--- src/rtl/i2c_pkg.sv ---
// Shared types and constants for the i2c_dri bit-level I2C master.
package i2c_pkg;

   typedef enum logic [3:0] {
      ST_IDLE,
      ST_START,
      ST_CTRL_W,
      ST_ADDR_H,
      ST_ADDR_L,
      ST_DATA_WR,
      ST_RESTART,
      ST_CTRL_R,
      ST_DATA_RD,
      ST_STOP,
      ST_DONE
   } i2c_state_e;

   localparam logic [1:0] PH_LOW0  = 2'd0;
   localparam logic [1:0] PH_LOW1  = 2'd1;
   localparam logic [1:0] PH_HIGH0 = 2'd2;
   localparam logic [1:0] PH_HIGH1 = 2'd3;

   localparam int BYTE_SLOTS = 9;

   localparam logic RW_WRITE = 1'b0;
   localparam logic RW_READ  = 1'b1;

   function automatic logic is_byte_state(input i2c_state_e s);
      return (s == ST_CTRL_W) || (s == ST_ADDR_H) || (s == ST_ADDR_L) ||
             (s == ST_DATA_WR) || (s == ST_CTRL_R) || (s == ST_DATA_RD);
   endfunction

   // Bytes whose 9th slot is answered by the slave (DATA_RD's is the master NACK).
   function automatic logic has_slave_ack(input i2c_state_e s);
      return is_byte_state(s) && (s != ST_DATA_RD);
   endfunction

endpackage

--- src/rtl/i2c_byte_shift.sv ---
// 9-slot byte shifter: MSB-first transmit bit plus trailing release slot,
// receive capture for slots 0..7, and a slot counter flagging the ACK slot.
module i2c_byte_shift
   import i2c_pkg::*;
(
   input  logic       clk_i,
   input  logic       srst_i,
   input  logic       load_i,
   input  logic [7:0] load_byte_i,
   input  logic       step_i,
   input  logic       sample_i,
   input  logic       sda_i,
   output logic       tx_next_o,
   output logic       slot_last_o,
   output logic [7:0] rx_byte_o
);

   logic [8:0] shift_q, shift_d;
   logic [3:0] cnt_q, cnt_d;
   logic [7:0] rx_q, rx_d;

   always_comb begin
      shift_d = shift_q;
      cnt_d   = cnt_q;
      rx_d    = rx_q;
      if (load_i) begin
         shift_d = {load_byte_i, 1'b1};
         cnt_d   = 4'd0;
      end else if (step_i) begin
         shift_d = {shift_q[7:0], 1'b1};
         cnt_d   = cnt_q + 4'd1;
      end
      if (sample_i && (cnt_q < 4'(BYTE_SLOTS - 1))) begin
         rx_d = {rx_q[6:0], sda_i};
      end
   end

   always_ff @(posedge clk_i) begin
      if (srst_i) begin
         shift_q <= '1;
         cnt_q   <= '0;
         rx_q    <= '0;
      end else begin
         shift_q <= shift_d;
         cnt_q   <= cnt_d;
         rx_q    <= rx_d;
      end
   end

   // Next-cycle bit so the parent can register SDA in step with its phase.
   assign tx_next_o   = shift_d[8];
   assign slot_last_o = (cnt_q == 4'(BYTE_SLOTS - 1));
   assign rx_byte_o   = rx_q;

endmodule

--- src/rtl/i2c_dri.sv ---
// Bit-level I2C master: single-byte write / random read, 4 dri_clk per SCL bit.
// Define I2C_ACK_ABORT_EN to jump to STOP on any slave NACK.
module i2c_dri
   import i2c_pkg::*;
#(
   parameter logic [6:0] SLAVE_ADDR = 7'b1010000
) (
   input  logic        dri_clk,
   input  logic        rst,
   input  logic        i2c_exec,
   input  logic        bit_ctrl,
   input  logic        i2c_rh_wl,
   input  logic [15:0] i2c_addr,
   input  logic [7:0]  i2c_data_w,
   output logic [7:0]  i2c_data_r,
   output logic        i2c_done,
   output logic        i2c_ack,
   output logic        scl,
   input  logic        sda_in,
   output logic        sda_oe
);

   i2c_state_e  state_q, state_d;
   logic [1:0]  phase_q, phase_d;
   logic        bit_ctrl_q, rh_wl_q;
   logic [15:0] addr_q;
   logic [7:0]  data_w_q;
   logic        ack_q;
   logic [7:0]  data_r_q;
   logic        done_q, scl_q, sda_oe_q;
   logic        scl_d, sda_oe_d;

   logic        slot_end, abort_nack;
   logic        shift_load, shift_step, shift_sample;
   logic [7:0]  load_byte, rx_byte;
   logic        tx_next, slot_last;

   assign slot_end = (phase_q == PH_HIGH1);

`ifdef I2C_ACK_ABORT_EN
   assign abort_nack = ack_q;
`else
   assign abort_nack = 1'b0;
`endif

   always_comb begin
      state_d = state_q;
      phase_d = phase_q + 2'd1;
      case (state_q)
         ST_IDLE: begin
            phase_d = PH_LOW0;
            if (i2c_exec) state_d = ST_START;
         end
         ST_START:   if (slot_end) state_d = ST_CTRL_W;
         ST_CTRL_W:  if (slot_end && slot_last) state_d = bit_ctrl_q ? ST_ADDR_H : ST_ADDR_L;
         ST_ADDR_H:  if (slot_end && slot_last) state_d = ST_ADDR_L;
         ST_ADDR_L:  if (slot_end && slot_last) state_d = rh_wl_q ? ST_RESTART : ST_DATA_WR;
         ST_DATA_WR: if (slot_end && slot_last) state_d = ST_STOP;
         ST_RESTART: if (slot_end) state_d = ST_CTRL_R;
         ST_CTRL_R:  if (slot_end && slot_last) state_d = ST_DATA_RD;
         ST_DATA_RD: if (slot_end && slot_last) state_d = ST_STOP;
         ST_STOP:    if (slot_end) state_d = ST_DONE;
         ST_DONE: begin
            phase_d = PH_LOW0;
            state_d = ST_IDLE;
         end
         default: begin
            phase_d = PH_LOW0;
            state_d = ST_IDLE;
         end
      endcase
      if (has_slave_ack(state_q) && slot_end && slot_last && abort_nack) begin
         state_d = ST_STOP;
      end
   end

   always_comb begin
      case (state_d)
         ST_CTRL_W:  load_byte = {SLAVE_ADDR, RW_WRITE};
         ST_ADDR_H:  load_byte = addr_q[15:8];
         ST_ADDR_L:  load_byte = addr_q[7:0];
         ST_DATA_WR: load_byte = data_w_q;
         ST_CTRL_R:  load_byte = {SLAVE_ADDR, RW_READ};
         default:    load_byte = 8'hFF;
      endcase
   end

   assign shift_load   = slot_end && is_byte_state(state_d) && (state_d != state_q);
   assign shift_step   = slot_end && is_byte_state(state_q) && !slot_last;
   assign shift_sample = (phase_q == PH_HIGH0) && (state_q == ST_DATA_RD);

   i2c_byte_shift u_shift (
      .clk_i       (dri_clk),
      .srst_i      (rst),
      .load_i      (shift_load),
      .load_byte_i (load_byte),
      .step_i      (shift_step),
      .sample_i    (shift_sample),
      .sda_i       (sda_in),
      .tx_next_o   (tx_next),
      .slot_last_o (slot_last),
      .rx_byte_o   (rx_byte)
   );

   // Pin levels are computed for the upcoming phase so the registers line up with it.
   always_comb begin
      scl_d    = 1'b1;
      sda_oe_d = 1'b0;
      case (state_d)
         ST_START: sda_oe_d = phase_d[1];
         ST_RESTART: begin
            scl_d    = (phase_d != PH_LOW0);
            sda_oe_d = phase_d[1];
         end
         ST_STOP: begin
            scl_d    = phase_d[1];
            sda_oe_d = (phase_d != PH_HIGH1);
         end
         default: begin
            if (is_byte_state(state_d)) begin
               scl_d    = !((phase_d == PH_LOW0) || (phase_d == PH_LOW1));
               sda_oe_d = !tx_next;
            end
         end
      endcase
   end

   always_ff @(posedge dri_clk) begin
      if (rst) begin
         state_q    <= ST_IDLE;
         phase_q    <= PH_LOW0;
         bit_ctrl_q <= 1'b0;
         rh_wl_q    <= 1'b0;
         addr_q     <= '0;
         data_w_q   <= '0;
         ack_q      <= 1'b0;
         data_r_q   <= '0;
         done_q     <= 1'b0;
         scl_q      <= 1'b1;
         sda_oe_q   <= 1'b0;
      end else begin
         state_q  <= state_d;
         phase_q  <= phase_d;
         scl_q    <= scl_d;
         sda_oe_q <= sda_oe_d;
         done_q   <= (state_d == ST_DONE);
         if ((state_q == ST_IDLE) && i2c_exec) begin
            bit_ctrl_q <= bit_ctrl;
            rh_wl_q    <= i2c_rh_wl;
            addr_q     <= i2c_addr;
            data_w_q   <= i2c_data_w;
            ack_q      <= 1'b0;
         end
         if (has_slave_ack(state_q) && slot_last && (phase_q == PH_HIGH0) && sda_in) begin
            ack_q <= 1'b1;
         end
         if ((state_d == ST_DONE) && rh_wl_q && !abort_nack) begin
            data_r_q <= rx_byte;
         end
      end
   end

   assign i2c_data_r = data_r_q;
   assign i2c_done   = done_q;
   assign i2c_ack    = ack_q;
   assign scl        = scl_q;
   assign sda_oe     = sda_oe_q;

endmodule

--- config.mk ---
export PLATFORM = sky130hd
export DESIGN_NAME = i2c_dri
export DESIGN_NICKNAME = d
export VERILOG_FILES = /design/src/rtl/i2c_pkg.sv /design/src/rtl/i2c_byte_shift.sv /design/src/rtl/i2c_dri.sv
export SDC_FILE = /design/constraint.sdc
export NUM_CORES = 1
export LEC_CHECK = 0
export ABC_CLOCK_PERIOD_IN_PS = 3400
export CAP_MARGIN = 20
export CELL_PAD_IN_SITES_DETAIL_PLACEMENT = 1
export CELL_PAD_IN_SITES_GLOBAL_PLACEMENT = 1
export CORE_MARGIN = 4
export CORE_UTILIZATION = 41
export DETAILED_ROUTE_END_ITERATION = 12
export HOLD_SLACK_MARGIN = 0.12
export PLACE_DENSITY_LB_ADDON = 0.1
export REMOVE_ABC_BUFFERS = 1
export SKIP_LAST_GASP = 1
export SYNTH_ARGS = -nofsm -noshare
export SYNTH_HDL_FRONTEND = slang
export SYNTH_SLANG_ARGS = --single-unit
--- constraint.sdc ---
create_clock -name dri_clk -period 3.4 [get_ports dri_clk]
set_input_delay 0.85 -clock dri_clk [delete_from_list [all_inputs] [get_ports dri_clk]]
set_output_delay 0.85 -clock dri_clk [all_outputs]
set_load 0.05 [all_outputs]
* Word level (Yosys, flattened, before mapping)
Cells that the tools add are included.
Storage, ports and cells: output and inout port bits 12, register bits after elaboration 64, input bits 30
Cells by class: reduce and logical (&&, ||, !) cells 36, add/sub/neg operators 2, equal/unequal tests 26, $lt $le $gt $ge 1, multiplexer cells 22
Operators with widths (count):
- $pmux W8 S5 | 1
- $mux W4 | 9
- $pmux W4 S9 | 1
- $eq A4 B3 Y1 const B | 8
- $eq A4 B4 Y1 const B | 6
- $mux W9 | 2
- $eq A4 B2 Y1 const B | 4
- $logic_and A1 B1 Y1 | 13
- $logic_or A1 B1 Y1 | 11
- $reduce_or A9 Y1 | 1
- $eq A4 B1 Y1 const B | 2
- $reduce_bool A2 Y1 | 3
- $reduce_or A2 Y1 | 3
- $add A4 B1 Y4 const B | 1
- $eq A2 B2 Y1 const B | 2
- $logic_not A4 Y1 | 1
- $lt A4 B4 Y1 const B | 1
- $mux W1 | 4
- $mux W2 | 2
- $ne A4 B4 Y1 | 1
- $ne A4 B4 Y1 const B | 1
- $logic_not A1 Y1 | 3
- $mux W3 | 1
- $pmux W1 S3 | 1
- 5 further kinds | 5

* Longest topological paths before layout
word-level depth 16, gate-level depth with buffers 12, depth with buffers taken out 9

* By module
A second synthesis with hierarchy kept.
Second synthesis, totals: cells, all modules 378, area, all modules 3140.5 sq um
By module, submodules not included:
- i2c_dri | area an instance 2270.9 sq um, cells an instance 284, times used 1
- i2c_byte_shift | area an instance 869.6 sq um, cells an instance 94, times used 1

* Worst setup path after synthesis
No wires, ideal clock.
path kind input-to-reg, start point in i2c_exec, end point reg sda_oe_q (netlist: sda_oe), slack 0.687 ns, path buffers 1, arrival time 2.591 ns, setup time 0.122 ns, required time 3.278 ns, stages 8, cell sequence or3b_2 -> nand2_1 -> a22o_1 -> nor3_2 -> o31ai_4 -> buf_6 -> a211oi_1 -> a221o_1
Between the ends: cells in the longest elaborated chain, start to end 14, elaborated cells on any way between the ends 25, classes of those cells eq/ne: 10; mux: 6; reduce/logical: 9
Ends and longest elaborated chain:
- start, declared | line i2c_dri.sv:10 | input logic i2c_exec,
- $mux W4 (*) | line i2c_dri.sv:52 | if (i2c_exec) state_d = ST_START;
- $pmux W4 S9 (*) | line i2c_dri.sv:49 | case (state_q)
- $eq A4 B2 Y1 | line i2c_pkg.sv:29, i2c_dri.sv:78
- $logic_or A1 B1 Y1 (3 in a row) | line i2c_pkg.sv:29 | return (s == ST_CTRL_W) || (s == ST_ADDR_H) || (s == ST_ADDR_L) ||
- $logic_or A1 B1 Y1 (2 in a row) | line i2c_pkg.sv:30 | (s == ST_DATA_WR) || (s == ST_CTRL_R) || (s == ST_DATA_RD);
- $logic_and A1 B1 Y1 (2 in a row) | line i2c_dri.sv:88 | assign shift_load = slot_end && is_byte_state(state_d) && (state_d != state_q);
- $mux W9 | line i2c_byte_shift.sv:26 | if (load_i) begin
- $logic_not A1 Y1 | line i2c_dri.sv:122 | sda_oe_d = !tx_next;
- $mux W1 | line i2c_dri.sv:120 | if (is_byte_state(state_d)) begin
- $pmux W1 S2 (*) | line i2c_dri.sv:109 | case (state_d)
- end signal, assigned | line i2c_dri.sv:145 | sda_oe_q <= sda_oe_d;
- end, declared | line i2c_dri.sv:30 | logic done_q, scl_q, sda_oe_q;
Mark *: on every way between the ends. The rest lies on a longest branch, timed or not. A chain may end at the register's enable or synchronous reset.

* Worst setup path after layout
start point in i2c_exec, end point reg u_shift.shift_q[5]
Between the ends: cells in the longest elaborated chain, start to end 11, elaborated cells on any way between the ends 19, classes of those cells eq/ne: 7; mux: 4; reduce/logical: 8
Ends and longest elaborated chain:
- $mux W4 (*) | line i2c_dri.sv:52
- $pmux W4 S9 (*) | line i2c_dri.sv:49
- $eq A4 B2 Y1 | line i2c_pkg.sv:29, i2c_dri.sv:78
- $logic_or A1 B1 Y1 (3 in a row) | line i2c_pkg.sv:29
- $logic_or A1 B1 Y1 (2 in a row) | line i2c_pkg.sv:30
- $logic_and A1 B1 Y1 (2 in a row) | line i2c_dri.sv:88
- $mux W9 / $reduce_bool A2 Y1 (equally long branches)
- end signal, assigned | line i2c_byte_shift.sv:44 | shift_q <= shift_d;
- end, declared | line i2c_byte_shift.sv:18 | logic [8:0] shift_q, shift_d;
Marked as above.

==> run metrics <==
number of buffers inserted during clock tree synthesis=9; main flop type after synthesis=dfxtp_1; Period Utilization, post-route=91.4%; post-layout worst setup margin=0.292 ns; placement row count=31; crit start category=input port; WL per Instance=16.5 µm; worst-margin pin slew=slightly below 0.7 ns; number of DRC markers in iteration 0=101; DIE HEIGHT=93.9 µm; portion of the post-synthesis area used by sequential elements=42.3%; Max-slew headroom=53.6%; final core occ=52.7%; end point of the worst hold path=addr_q[2]; # DRC=0; hold-critical path depth=2; leakage power=0.00143 µW; most frequently used cell type in the post-synthesis netlist=nand2_1; number of pins exceeding their max-slew limit in the final report=0; routed via count=between 2,000 and 3,000; area fraction of the dominant cell type after synthesis=42.3%; register bit total from synthesis=64; setup repair after global routing missed its margin=false; power density over the cells=roughly 460 nW/µm²; wire length of the first global-routing pass=13,900 µm; via count of the first global-routing pass=2,860; highest net fanout along the worst path=14; Synth cell types=58; diode insertion count for antenna repair=0; Layout Nets=~430; clock-pin slew reported for the worst setup and hold paths after clock tree synthesis=0.08 ns; via/cell ratio=5.51; area occupied by registers=~1300 µm²; origin of the critical flop-to-flop path=u_shift.cnt_q[0]; non-filler cells in the finished layout=504; routability-driven placement congestion ratio=a little over 0.8; source of the worst hold timing path=addr_q[2]; critical path type=input port to flip-flop; minimum setup slack among reg-to-reg paths=0.31 ns; starting density of the core=41.9%; maximum number of buffers from clock root to sink=2; TritonCTS clock tree=done; worst reg2reg endpoint=sda_oe; first-pass iteration count of the detailed router=4; asr flop ratio synth=0%; horizontal extent of the die=93.9 µm; final worst clock skew=0.00883 ns; biggest area contributors in the synthesized netlist=dfxtp_1 42%, nand2_1 8.2%, mux2i_1 5.6%, a21oi_1 5.3%, nor2_1 3.8%; min-delay worst type=flip-flop to flip-flop; total global routing track utilization=20.1%; average cell area after synthesis=8.40 µm²; Syn. warnings=0; fraction of final layout cells with drive strength greater than 1=10.6%; Clock Sink Count=64; filler instances=875; Port Buf Inserts=roughly 40; count of final setup violators=0; maximum level of the CTS H-tree=3; top cells by count, synth=66 x nand2_1, 64 x dfxtp_1, 32 x a21oi_1; multi-input combinational cell area=1640 µm²; remaining number of nets flagged by the antenna check after routing=0; Post-Place Cells=488; sum of routed wire length over all layers=8340 µm; growth of design area from synthesis to finish=25.7%; max-cap check violation count=0; cell area after technology mapping=3030 µm²; I/O Pins=42; final-layout setup total negative slack=0 ns; cell type contributing the most total cell area after synthesis=dfxtp_1; maximum number of pins on one net before global-route repair=37; IR Drop Worst-Case VDD=approximately 0.16 mV; Worst Setup End Kind=flip-flop; final-layout worst hold slack=0.453 ns; placed wire-length estimate after detailed placement=5930 µm; root buffer cell=clkbuf_8; final-report hold violation count=0; number of buffers inserted to repair setup after CTS=0; total die area=8820 µm²; CP required=3.64 ns; Worst Reg-to-Reg Cells=11; final critical path time including I/O delays and setup=3.11 ns; antenna violations before repair=0; number of flops mapped to enable cells by yosys=0; gate count of the mapped netlist=360; worst endpoint data arrival time=3.35 ns; global route total overflow=0; setup slack after placement=-0.00262 ns; core area=between 7000 and 8000 µm²; run status=completed; clock latency on the worst-skew pair=0.34 ns; fmax=322 MHz
[metal layers]
metal	vias up	wire (µm)	track usage [%]
met5	-	0	0
met4	0	87	6.62
met3	11	339	4.41
met2	60	4150	35.4
met1	1333	3760	24.1
li1	1372	-	-
[cell type report]
cell class                      instances  area share (%)
Clock inverter                          7            3.29
Sequential cell                        64            33.7
Tap cell                               99            3.26
Multi-Input combinational cell        268            43.1
Clock buffer                            9            3.26
Timing Repair Buffer                   53            13.0
Inverter                                4           0.395
[state kept, by name (all words and copies together), names as in the netlist]
signal / flops
bit_ctrl_q: 1
phase_q: 2
addr_q: 16
i2c_data_r: 8
scl: 1
u_shift.cnt_q: 4
data_w_q: 8
rh_wl_q: 1
i2c_done: 1
state_q: 4
i2c_ack: 1
sda_oe: 1
u_shift.rx_byte_o: 8
u_shift.shift_q: 8
[critical path: stages]
cell,delay [ns]
clkdlybuf4s50_1,0.53
or3b_2,0.50
nand2_1,0.11
a22o_1,0.25
o31a_1,0.23
o31ai_4,0.09
buf_4,0.20
a221o_1,0.36
a211o_1,0.23
[power breakdown]
group          internal, µW  switching (µW)
logic                  65.1            79.0
registers               771            19.0
clock network           496             330
total                  1330             428
[repair_timing]
action | 4_1_cts | 5_1_grt
resized for setup | 0 | 2
hold buffers | 0 | 0
setup endpoints to repair | 0 | 4
[cell families (layout without fill, tap and decap cells)]
group | count (synthesis) | in the layout | synth area share (%)
compound gates | 94 | 94 | 21.4
xor+xnor | 3 | 3 | 0.869
fa+ha+maj | 4 | 4 | 1.65
buf+inv | 28 | 73 | 4.05
flops | 64 | 64 | 42.3
mux | 18 | 18 | 6.00
simple gates | 149 | 149 | 23.7
[worst max-delay path by stage]
stage,slack [ns],endpoint,startpoint
final,0.29,u_shift.shift_q[5],i2c_exec
after global routing,0.08,sda_oe,u_shift.cnt_q[0]
after CTS,0.26,u_shift.shift_q[5],u_shift.cnt_q[0]
after detailed placement,-0.003,u_shift.shift_q[3],i2c_exec
after global placement,0.07,u_shift.shift_q[7],i2c_exec
after floorplan,0.02,u_shift.shift_q[2],phase_q[0]
[placed cells by master, fill, tap and decap left out, types with 6 or more instances in the layout]
master / n
a221o_1: 6
clkbuf_8: 9
dfxtp_1: 64
buf_4: 12
nand3_1: 6
o21ai_0: 21
a21oi_1: 32
clkdlybuf4s50_1: 40
mux2i_1: 17
nor3_1: 8
nor2_1: 30
nand2_1: 66
[metrics by stage]
stage                     area, µm²  total power (µW)
after floorplan                2920               868
after global placement         3540               946
after detailed placement       3540               949
after CTS                      3790              1780
after global routing           3800              1830
final                          3800              1760
No activity file was read; power rests on OpenSTA's default activity.
